===== config.mk =====
export PLATFORM = sky130hd
export DESIGN_NAME = dm_arbiter
export DESIGN_NICKNAME = d
export VERILOG_FILES = /design/src/rtl/dm_arbiter.sv
export SDC_FILE = /design/constraint.sdc
export NUM_CORES = 1
export LEC_CHECK = 0
export BUFFER_PORTS_ARGS = -buffer_cell sky130_fd_sc_hd__buf_4
export CELL_PAD_IN_SITES_DETAIL_PLACEMENT = 1
export CELL_PAD_IN_SITES_GLOBAL_PLACEMENT = 1
export CORE_AREA = 2 2 142 144
export CTS_BUF_LIST = sky130_fd_sc_hd__clkbuf_2 sky130_fd_sc_hd__clkbuf_4 sky130_fd_sc_hd__clkbuf_8
export DETAILED_ROUTE_END_ITERATION = 10
export DIE_AREA = 0 0 144 146
export HOLD_SLACK_MARGIN = 0.06
export PLACE_DENSITY = 0.58
export RECOVER_POWER = 25
export SLEW_MARGIN = 15
export SYNTH_ARGS = -nofsm -noshare
export SYNTH_HDL_FRONTEND = slang
export SYNTH_SLANG_ARGS = --single-unit

===== constraint.sdc =====
create_clock -name Clk -period 1.25 [get_ports Clk]
set_input_delay 0.125 -clock Clk [delete_from_list [all_inputs] [get_ports Clk]]
set_output_delay 0.125 -clock Clk [all_outputs]
set_load 0.005 [all_outputs]

===== src/rtl/dm_arbiter.sv =====
// Two-master arbiter for the shared data-memory port: the pipelined core's M stage
// versus a word-wide DMA/loader that gets bounded bursts and a bounded wait.
module dm_arbiter #(
   parameter int BURST_MAX = 4,
   parameter int WAIT_MAX  = 8,
   parameter int DM_WORDS  = 3072
) (
   input  logic        Clk,
   input  logic        Rst,
   input  logic        cpu_req,
   input  logic        cpu_wr,
   input  logic [31:0] cpu_addr,
   input  logic [31:0] cpu_wd,
   input  logic [2:0]  cpu_op,
   input  logic [31:0] cpu_wpc,
   output logic [31:0] cpu_rd,
   output logic        cpu_stall,
   input  logic        dma_req,
   input  logic        dma_wr,
   input  logic [31:0] dma_addr,
   input  logic [31:0] dma_wd,
   input  logic        dma_last,
   output logic        dma_gnt,
   output logic [31:0] dma_rd,
   output logic        dma_err,
   output logic        dm_wr,
   output logic [31:0] dm_a,
   output logic [31:0] dm_wd,
   output logic [2:0]  dm_op,
   output logic [31:0] dm_wpc,
   input  logic [31:0] dm_rd
);

   localparam logic [2:0]  DMOP_WORD  = 3'd0;
   localparam logic [31:0] ADDR_LIMIT = 32'(4 * DM_WORDS);
   localparam logic [3:0]  WAIT_LAST  = 4'(WAIT_MAX - 1);
   localparam logic [3:0]  BURST_LAST = 4'(BURST_MAX - 1);

   typedef enum logic [0:0] {
      CPU_OWN = 1'b0,
      DMA_OWN = 1'b1
   } state_t;

   state_t      state_r;
   state_t      state_nxt_s;
   logic [3:0]  wait_cnt_r;
   logic [3:0]  wait_nxt_s;
   logic [3:0]  beat_cnt_r;
   logic [3:0]  beat_nxt_s;
   logic        go_dma_s;
   logic        go_cpu_s;
   logic        dma_err_s;

   function automatic logic addr_out_of_range(input logic [31:0] addr);
      return (addr >= ADDR_LIMIT);
   endfunction

   // Handover conditions: bounded DMA wait and bounded burst under CPU contention
   always_comb begin
      go_dma_s = dma_req & (~cpu_req | (wait_cnt_r == WAIT_LAST));
      go_cpu_s = ~dma_req | dma_last | (cpu_req & (beat_cnt_r == BURST_LAST));
   end

   // Next ownership state
   always_comb begin
      state_nxt_s = state_r;
      case (state_r)
         CPU_OWN: begin
            if (go_dma_s) begin
               state_nxt_s = DMA_OWN;
            end else begin
               state_nxt_s = CPU_OWN;
            end
         end
         DMA_OWN: begin
            if (go_cpu_s) begin
               state_nxt_s = CPU_OWN;
            end else begin
               state_nxt_s = DMA_OWN;
            end
         end
         default: state_nxt_s = CPU_OWN;
      endcase
   end

   // Next values of the wait and beat counters
   always_comb begin
      wait_nxt_s = 4'd0;
      beat_nxt_s = 4'd0;
      case (state_r)
         CPU_OWN: begin
            if (go_dma_s) begin
               wait_nxt_s = 4'd0;
            end else if (dma_req & cpu_req) begin
               wait_nxt_s = wait_cnt_r + 4'd1;
            end else begin
               wait_nxt_s = 4'd0;
            end
            beat_nxt_s = 4'd0;
         end
         DMA_OWN: begin
            wait_nxt_s = 4'd0;
            if (go_cpu_s) begin
               beat_nxt_s = 4'd0;
            end else if (dma_req) begin
               beat_nxt_s = beat_cnt_r + 4'd1;
            end else begin
               beat_nxt_s = beat_cnt_r;
            end
         end
         default: begin
            wait_nxt_s = 4'd0;
            beat_nxt_s = 4'd0;
         end
      endcase
   end

   // Ownership state and counters; reset wins over an in-flight beat
   always_ff @(posedge Clk) begin
      if (Rst) begin
         state_r    <= CPU_OWN;
         wait_cnt_r <= 4'd0;
         beat_cnt_r <= 4'd0;
      end else begin
         state_r    <= state_nxt_s;
         wait_cnt_r <= wait_nxt_s;
         beat_cnt_r <= beat_nxt_s;
      end
   end

   // Out-of-range DMA beats still count as beats but never reach memory
   always_comb begin
      if ((state_r == DMA_OWN) && dma_req) begin
         dma_err_s = addr_out_of_range(dma_addr);
      end else begin
         dma_err_s = 1'b0;
      end
   end

   // Memory port mux and read-data steering
   always_comb begin
      dm_wr     = 1'b0;
      dm_a      = 32'd0;
      dm_wd     = 32'd0;
      dm_op     = DMOP_WORD;
      dm_wpc    = 32'd0;
      cpu_rd    = 32'd0;
      dma_rd    = 32'd0;
      cpu_stall = 1'b0;
      case (state_r)
         CPU_OWN: begin
            dm_wr  = cpu_req & cpu_wr;
            dm_a   = cpu_addr;
            dm_wd  = cpu_wd;
            dm_op  = cpu_op;
            dm_wpc = cpu_wpc;
            cpu_rd = dm_rd;
         end
         DMA_OWN: begin
            dm_wr     = dma_req & dma_wr & ~dma_err_s;
            dm_a      = {dma_addr[31:2], 2'b00};
            dm_wd     = dma_wd;
            dm_op     = DMOP_WORD;
            dm_wpc    = 32'd0;
            dma_rd    = dm_rd;
            cpu_stall = cpu_req;
         end
         default: begin
            dm_wr = 1'b0;
         end
      endcase
   end

   assign dma_gnt = (state_r == DMA_OWN);
   assign dma_err = dma_err_s;

   dm_arbiter_chk #(
      .WAIT_MAX (WAIT_MAX)
   ) u_chk (
      .Clk       (Clk),
      .Rst       (Rst),
      .dma_gnt   (dma_gnt),
      .cpu_stall (cpu_stall),
      .dma_err   (dma_err),
      .dm_wr     (dm_wr),
      .wait_cnt  (wait_cnt_r),
      .beat_cnt  (beat_cnt_r)
   );

endmodule

// Invariants of the arbiter: rejected beats never write, stalls only under DMA
// ownership, and the counters stay inside their operating range.
module dm_arbiter_chk #(
   parameter int WAIT_MAX = 8
) (
   input logic       Clk,
   input logic       Rst,
   input logic       dma_gnt,
   input logic       cpu_stall,
   input logic       dma_err,
   input logic       dm_wr,
   input logic [3:0] wait_cnt,
   input logic [3:0] beat_cnt
);

   a_err_no_write: assert property (@(posedge Clk) disable iff (Rst) !(dma_err && dm_wr));
   a_stall_owned:  assert property (@(posedge Clk) disable iff (Rst) cpu_stall |-> dma_gnt);
   a_wait_bound:   assert property (@(posedge Clk) disable iff (Rst) wait_cnt <= 4'(WAIT_MAX - 1));
   a_beat_idle:    assert property (@(posedge Clk) disable iff (Rst) !dma_gnt |-> (beat_cnt == 4'd0));

endmodule


Word level (Yosys, flattened, before mapping)
Cells that the tools add are included.

$add $sub $neg: 2. Order comparisons: 1. Eq/ne operators: 3. Muxes and demuxes: 18. Bitwise logic cells: 13. Reduce and logical (&&, ||, !) cells: 1.

Operators by type and width (number): $pmux W32 S2 (3); $mux W32 (2); $ge A32 B14 Y1 const B (1); $mux W4 (4); $pmux W4 S2 (2); $add A4 B1 Y4 const B (2); $and A1 B1 Y1 (6); $pmux W3 S2 (1); $eq A4 B2 Y1 const B (1); $eq A4 B3 Y1 const B (1); $mux W1 (4); $not A1 Y1 (4); $pmux W1 S2 (2); $ne A3 B2 Y1 const B (1); $or A1 B1 Y1 (3); $logic_and A1 B1 Y1 (1).

Bits in registers: 9. Input port bits: 202. Output and inout bits: 167.

Longest topological paths before layout
Gate-level depths: netlist of the first run.

Depth after elaboration: 5. Gate-level depth with buffers: 5. Mapped depth without buffers: 4.

Worst setup path after synthesis of the first run
No wires, ideal clock.

Path type: register to register. From: reg beat_cnt_r[0]. To: reg state_r (netlist: dma_gnt). Setup time: 0.057 ns. Arrival time: 1.308 ns. Slack: -0.115 ns. Stages on the path, launching flop included: 5. Cell sequence: dfxtp_1 > ha_1 > nor4bb_1 > or4_1 > a21bo_2.

Word-level cells in the longest chain between the ends: 5.

Ends and longest elaborated chain: start, declared (RTL line 48) `logic [3:0] beat_cnt_r;`; start signal, assigned (RTL line 127) `beat_cnt_r <= beat_nxt_s;`; $eq A4 B2 Y1 (RTL line 61) `go_cpu_s = ~dma_req | dma_last | (cpu_req & (beat_cnt_r == BURST_LAST));`; $and A1 B1 Y1 (RTL line 61); $or A1 B1 Y1 (RTL line 61); $mux W1 (RTL line 76) `if (go_cpu_s) begin`; $pmux W1 S2 (RTL line 67) `case (state_r)`; end signal, assigned (RTL line 125) `state_r <= state_nxt_s;`; end, declared (RTL line 44) `state_t state_r;`.

No other way between the ends. A chain may end at the register's enable or synchronous reset.

Worst setup path in the final report of the first run
From: reg state_r (netlist: dma_gnt). To: out dm_a[2].

Word-level cells in the longest chain between the ends: 2.

Ends and longest elaborated chain: $not A1 Y1 (RTL line 150) `case (state_r)`; $pmux W32 S2 (*) (RTL line 150); end, declared (RTL line 27) `output logic [31:0] dm_a,`.

Mark *: on every way between the ends. The rest lies on a longest branch, timed or not.

==> results.py, run 1 <==
metrics = {
    "outcome": {
        "outcome": "finished with violations",
        "violations": "negative setup slack",
    },
    "run": {
        "maxCapViolCount": 0,
    },
    "logic_synthesis": {
        "syn_inst": 229,
        "ys_types": 24,
        "synth_enable_flop_cells": 0,
        "syn-mean-instance-area_um2": 8.05,
        "ys_async_sr_fraction_pct": 0,
        "synth-simple-area-share_pct": 41.9,
        "synth-adder-area-share_pct": 1.36,
        "syn_area_um2": 1840,
        "syn-num-nets": 433,
        "synth.area.mux_share_pct": 37.9,
        "yosys_register_bits": 9,
        "yosys_warnings": 0,
        "synth_xor_area_share_pct": 1.90,
        "synth_flop_cell": "dfxtp_1",
        "synth_top_family_by_area": "simple AND/OR/NAND/NOR gates",
        "ys_seq_area_share_pct": 9.77,
        "synth_compound_area_share_pct": 2.31,
    },
    "timing": {
        "slew_headroom_pct": 76.8,
        "post-route-min-period_ns": 1.53,
        "clock.fmax_ghz": 0.655,
        "setup_violations": 168,
        "postLayoutSetupSlackWorst_ns": -0.277,
        "hold_viol": 0,
        "drv_slew": 0,
        "rsz0062_at_grt": "yes",
        "min_period_over_period_pct": 122,
        "tightest_slew_ns": 0.344,
        "fin_skew_ns": 0.00289,
        "holdWs_ns": 0.219,
    },
    "power": {
        "power.density_nw_per_um2": 434,
        "power_leakage_nw": 3.02,
        "p_total_mw": 2.60,
        "ir_worst_vdd_mv": 0.227,
    },
    "placed_design": {
        "place_ws_ns": -0.415,
        "place_area_um2": 5000,
        "io_buffers": 366,
        "hpwl_um": 12400,
        "globalplace.congestion": 0.939,
    },
    "finish": {
        "final_common_cell": "buf_4",
        "stdcell_area_um2": 5990,
        "area_growth_pct": 225,
        "layout_common_cells": "buf_4, buf_6, nor2b_1",
        "fin_nets": 816,
        "drive_above_1_share_pct": 84.3,
        "post-route-util_pct": 31.0,
        "antennaDiodeCount": 0,
    },
    "clock_tree": {
        "cts_tree": "done",
        "cts_buffers": 3,
        "cts-root-buf": "clkbuf_8",
        "clk_latency_ns": 0.23,
        "cts.sinks": 9,
        "clk_pin_slew_worst_paths_ns": 0.04,
        "cts_buffer_depth": 2,
        "htree_levels": 1,
    },
    "floorplan": {
        "initial_core_util_pct": 9.54,
        "die_h_um": 146,
        "core_um2": 19300,
        "rows": 51,
        "die_w_um": 144,
        "ios": 369,
        "die_area_um2": 21000,
    },
    "worst_hold_path": {
        "hp-class": "input port to register",
    },
    "worst_setup_path": {
        "critical_path_class": "register to primary output",
        "cp.arrival_ns": 1.40,
        "cp_max_fo": 24,
        "cp-end-kind": "primary output",
        "critPathRequiredTime_ns": 1.12,
        "setup.worst_path.start_class": "register",
        "rrSetupSlack_ns": -0.25,
    },
    "global_routing": {
        "gr-total-overflow": 0,
        "first_global_vias": 3356,
        "antenna_found_initial": 0,
        "grt_max_degree": 58,
        "grt_usage_pct": 12.3,
        "grt_pass1_wl_um": 20000,
    },
    "detailed_routing": {
        "first_iter_violations": 34,
        "dr.pass1.iters": 4,
        "ant_nets": 0,
        "routed_wl_um": 15300,
        "avgRoutedWirePerCell_um": 17.5,
        "viasPerCell": 3.67,
        "vias": 3213,
        "drc": 0,
    },
}
-- cell type report --
class | count | area (um^2)
clock buffers | 4 | 48.8
fillers | 2276 | 13300
inverters | 2 | 7.51
multi-input cells | 199 | 1970
flip-flops and latches | 9 | 184
well taps | 265 | 332
repair buffers | 397 | 3450
-- worst max-delay path: stages, from the launching register on --
cell and delay, ns:
dfxtp_4 0.43, buf_12 0.22, mux2_2 0.37, buf_4 0.14
-- flip-flops by register name, summed over array words and instances, names as in the netlist --
register	flops
beat_cnt_r	4
dma_gnt	1
wait_cnt_r	4
-- power breakdown --
part	switching [mW]	leakage, nW	internal, mW
sequential	0.00886	0.0735	0.291
clock	0.101	0.0262	0.243
combinational	0.638	2.92	1.32
total	0.748	3.02	1.85
-- routing by layer --
metal / GRT usage (%) / share of wire (%) / vias to the layer above
met1: 13.0 / 35 / 1460
li1: - / - / 1525
met4: 1.13 / 0.48 / 0
met5: 0 / 0 / -
met2: 25.4 / 55 / 222
met3: 2.40 / 10 / 6
-- path summary, 6_finish.rpt --
| path | from | to | depth (start not counted) |
|---|---|---|---|
| min | Rst | wait_cnt_r[1] | 4 |
| min reg2reg | wait_cnt_r[0] | wait_cnt_r[0] | 1 |
| max | dma_gnt | dm_a[2] | 3 |
| max reg2reg | dma_gnt | beat_cnt_r[0] | 6 |
-- cell usage after synthesis, types with 2 or more instances --
| cell | count | area share (%) |
|---|---|---|
| nor2_1 | 8 | 1.6 |
| xor2_1 | 2 | 0.95 |
| xnor2_1 | 2 | 0.95 |
| nor4_1 | 3 | 1.0 |
| nor2b_1 | 69 | 23 |
| buf_2 | 9 | 2.4 |
| ha_1 | 2 | 1.4 |
| clkbuf_1 | 10 | 2.0 |
| mux2_2 | 62 | 38 |
| nand2_1 | 3 | 0.61 |
| nand3_1 | 5 | 1.4 |
| and2_1 | 33 | 11 |
| inv_1 | 2 | 0.41 |
| dfxtp_1 | 9 | 9.8 |
-- what timing repair did --
action	in CTS	in global routing
endpoints found under the setup margin	170	175
endpoints found under the hold margin	0	0
pin swaps	3	2
cloned	4	2
gates resized for setup	73	103
buffers inserted	8	3
hold buffers	0	0
-- stage by stage --
step,instances,TNS [ns]
2_1_floorplan,229,-0.272
3_3_place_gp,856,-4.22
3_5_place_dp,856,-4.73
4_1_cts,872,-36.39
5_1_grt,876,-40.40
6_report,876,-31.84
-- kinds of logic after synthesis --
group | after synthesis
simple gates | 127
fa+ha+maj | 2
buf+inv | 21
compound gates | 4
flops | 9
xor+xnor | 4
mux | 62
No activity file was read; power rests on OpenSTA's default activity.
==> run 2, diff against run 1 <==
--- a/config.mk
+++ b/config.mk
@@ -5,15 +5,16 @@
 export SDC_FILE = /design/constraint.sdc
 export NUM_CORES = 1
 export LEC_CHECK = 0
+export ABC_AREA = 1
 export BUFFER_PORTS_ARGS = -buffer_cell sky130_fd_sc_hd__buf_4
 export CELL_PAD_IN_SITES_DETAIL_PLACEMENT = 1
 export CELL_PAD_IN_SITES_GLOBAL_PLACEMENT = 1
-export CORE_AREA = 2 2 142 144
+export CORE_AREA = 2 2 144 146
 export CTS_BUF_LIST = sky130_fd_sc_hd__clkbuf_2 sky130_fd_sc_hd__clkbuf_4 sky130_fd_sc_hd__clkbuf_8
 export DETAILED_ROUTE_END_ITERATION = 10
-export DIE_AREA = 0 0 144 146
+export DIE_AREA = 0 0 146 148
 export HOLD_SLACK_MARGIN = 0.06
-export PLACE_DENSITY = 0.58
+export PLACE_DENSITY = 0.65
 export RECOVER_POWER = 25
 export SLEW_MARGIN = 15
 export SYNTH_ARGS = -nofsm -noshare
==> run 2 against run 1 <==
Compared with the run above:
- the flow still finishes with violations (negative setup slack)
- register-to-register slack improved by 0.20 ns
- first-iteration DRC count increased by 59%
- critical path depth increased by 3
- synthesized cell count increased by 110%
- final cell count increased by 30%
- largest cell class unchanged
==> results.py, run 2 <==
metrics = {
    "clock_tree": {
        "clk_latency_ns": 0.23,
        "cts_buffer_depth": 2,
        "htree_levels": 1,
        "cts_tree": "done",
        "clk_pin_slew_worst_paths_ns": 0.04,
        "cts-root-buf": "clkbuf_8",
        "cts_buffers": 3,
        "cts.sinks": 9,
    },
    "placed_design": {
        "hpwl_um": 12900,
        "io_buffers": 366,
        "globalplace.congestion": 0.724,
        "place_area_um2": 5220,
    },
    "worst_hold_path": {
        "hp-class": "input port to register",
    },
    "logic_synthesis": {
        "yosys_register_bits": 9,
        "synth_top_area_cell": "nand2_1",
        "yosysTopAreaCellShare_pct": 40.0,
        "yosys_warnings": 0,
        "synth_flop_cell": "dfxtp_1",
        "syn-mean-instance-area_um2": 4.35,
        "ys_async_sr_fraction_pct": 0,
        "syn-num-nets": 688,
        "synthTopCellsByArea": "nand2_1, inv_1, nor2_1",
        "syn_inst": 484,
        "synth_enable_flop_cells": 0,
        "synth_commonest_cells": "nand2_1, inv_1, nor2_1, buf_2, dfxtp_1",
        "syn_area_um2": 2100,
        "yosysMostFrequentCell": "nand2_1",
        "ys_types": 18,
        "ys_seq_area_share_pct": 8.56,
    },
    "outcome": {
        "outcome": "finished with violations",
        "violations": "negative setup slack",
    },
    "finish": {
        "drive_above_1_share_pct": 68.1,
        "layout_common_cells": "buf_4, nand2_1, inv_1",
        "area_growth_pct": 227,
        "post-route-util_pct": 34.3,
        "fin_nets": 1071,
        "stdcell_area_um2": 6870,
        "antennaDiodeCount": 0,
        "final_common_cell": "buf_4",
    },
    "detailed_routing": {
        "routed_wl_um": 17700,
        "avgRoutedWirePerCell_um": 15.5,
        "ant_nets": 0,
        "dr.pass1.iters": 4,
        "viasPerCell": 3.76,
        "first_iter_violations": 54,
        "drc": 0,
        "vias": 4274,
    },
    "power": {
        "power.internal_mw": 1.91,
        "power_leakage_nw": 4.03,
        "seqPwrFrac_pct": 9.9,
        "p_total_mw": 2.99,
        "p_clk_share_pct": 12.2,
        "ir_worst_vdd_mv": 0.226,
        "power.density_nw_per_um2": 435,
        "p_sw_mw": 1.08,
        "swShare_pct": 36.1,
        "pwr-share-comb_pct": 77.9,
    },
    "worst_setup_path": {
        "cp.arrival_ns": 1.29,
        "setup.worst_path.start_class": "register",
        "critPathRequiredTime_ns": 1.12,
        "critical_path_class": "register to primary output",
        "cp_max_fo": 7,
        "cp-end-kind": "primary output",
    },
    "global_routing": {
        "grt_pass1_wl_um": 23700,
        "first_global_vias": 4366,
        "grt_max_degree": 28,
        "gr-total-overflow": 0,
        "antenna_found_initial": 0,
        "grt_usage_pct": 13.8,
    },
    "timing": {
        "post-route-min-period_ns": 1.42,
        "postLayoutSetupSlackWorst_ns": -0.168,
        "clock.fmax_ghz": 0.705,
        "slew_headroom_pct": 83.4,
        "hold_viol": 0,
        "rsz0062_at_grt": "yes",
        "drv_slew": 0,
        "fin_skew_ns": 0.00108,
        "setup_violations": 165,
        "setup_tns_ns": -16.13,
        "tightest_slew_ns": 0.248,
        "min_period_over_period_pct": 113,
    },
    "floorplan": {
        "rows": 52,
        "core_um2": 20000,
        "die_h_um": 148,
        "die_area_um2": 21600,
        "die_w_um": 146,
        "initial_core_util_pct": 10.5,
        "ios": 369,
    },
    "run": {
        "maxCapViolCount": 0,
    },
}
==> run 2: changes by cell type in the layout (fill, tap and decap cells not counted), moves of 31 or more <==
cell     delta
inv_1     +100
nand2_2    +58
nand2_4    +55
nor2_2     +31
nand2_1   +109
mux2_2     -38
nor2b_1    -43
nor2_1     +40
==> run 2: timing repair <==
action,in CTS,in global routing
buffers inserted,6,4
pin swaps,11,54
hold buffers,0,0
setup endpoints to repair,137,172
gates resized for setup,75,275
gates cloned,7,8
==> run 2: final cells by class <==
| cell class | instances | area, um^2 |
|---|---|---|
| Sequential cell | 9 | 184 |
| Tap cell | 270 | 338 |
| Inverter | 114 | 454 |
| Fill cell | 2550 | 13200 |
| Timing Repair Buffer | 402 | 3710 |
| Clock buffer | 4 | 48.8 |
| Multi-Input combinational cell | 336 | 2130 |
| Timing Repair inverter | 1 | 11.3 |
==> run 2: through the flow <==
stage | hold WS (ns) | setup WS (ns) | std cells
finish | 0.216 | -0.168 | 1136
floorplan | 0.300 | 0.235 | 484
global route | 0.225 | -0.250 | 1136
global placement | 0.433 | 0.0733 | 1108
detailed placement | 0.435 | 0.0450 | 1108
CTS | 0.196 | -0.157 | 1125
==> run 2: final timing paths <==
check	from	to	slack [ns]	cells after the start
min reg2reg	beat_cnt_r[0]	beat_cnt_r[0]	0.44	1
min	Rst	dma_gnt	0.22	4
max reg2reg	dma_gnt	wait_cnt_r[2]	-0.05	6
max	dma_gnt	dm_wd[3]	-0.17	6
==> run 2: power by group through the flow <==
stage	logic [mW]	registers, mW	clock network [mW]
2_1_floorplan	0.470	0.299	0
3_3_place_gp	1.67	0.301	0
3_5_place_dp	1.68	0.301	0
4_1_cts	1.89	0.295	0.380
5_1_grt	2.51	0.296	0.397
6_report	2.33	0.296	0.363
==> run 2: cells by family (layout without fill, tap and decap cells) <==
| family | Yosys count | after routing | synth area share [%] |
|---|---|---|---|
| AO/OA/AOI/OAI | 5 | 5 | 1.19 |
| XOR/XNOR | 2 | 2 | 0.832 |
| adder cells (fa/ha/maj) | 2 | 2 | 1.19 |
| buffers and inverters | 139 | 521 | 27.7 |
| flip-flops | 9 | 9 | 8.56 |
| AND/OR/NAND/NOR | 327 | 327 | 60.5 |
==> run 2: worst max-delay path, cell delays in order (launching register included) <==
cell and delay, ns:
dfxtp_4 0.38, buf_12 0.16, clkinv_16 0.09, clkbuf_16 0.19, nand2_4 0.07, nand2_2 0.05
buf_6 0.11
==> run 2: per-layer routing <==
layer / GRT usage (%) / vias to the layer above / part of all wire, %
li1: - / 2115 / -
met1: 16.0 / 1950 / 38
met2: 26.0 / 197 / 54
met3: 3.46 / 12 / 7.5
met4: 1.94 / 0 / 0.92
met5: 0 / - / 0
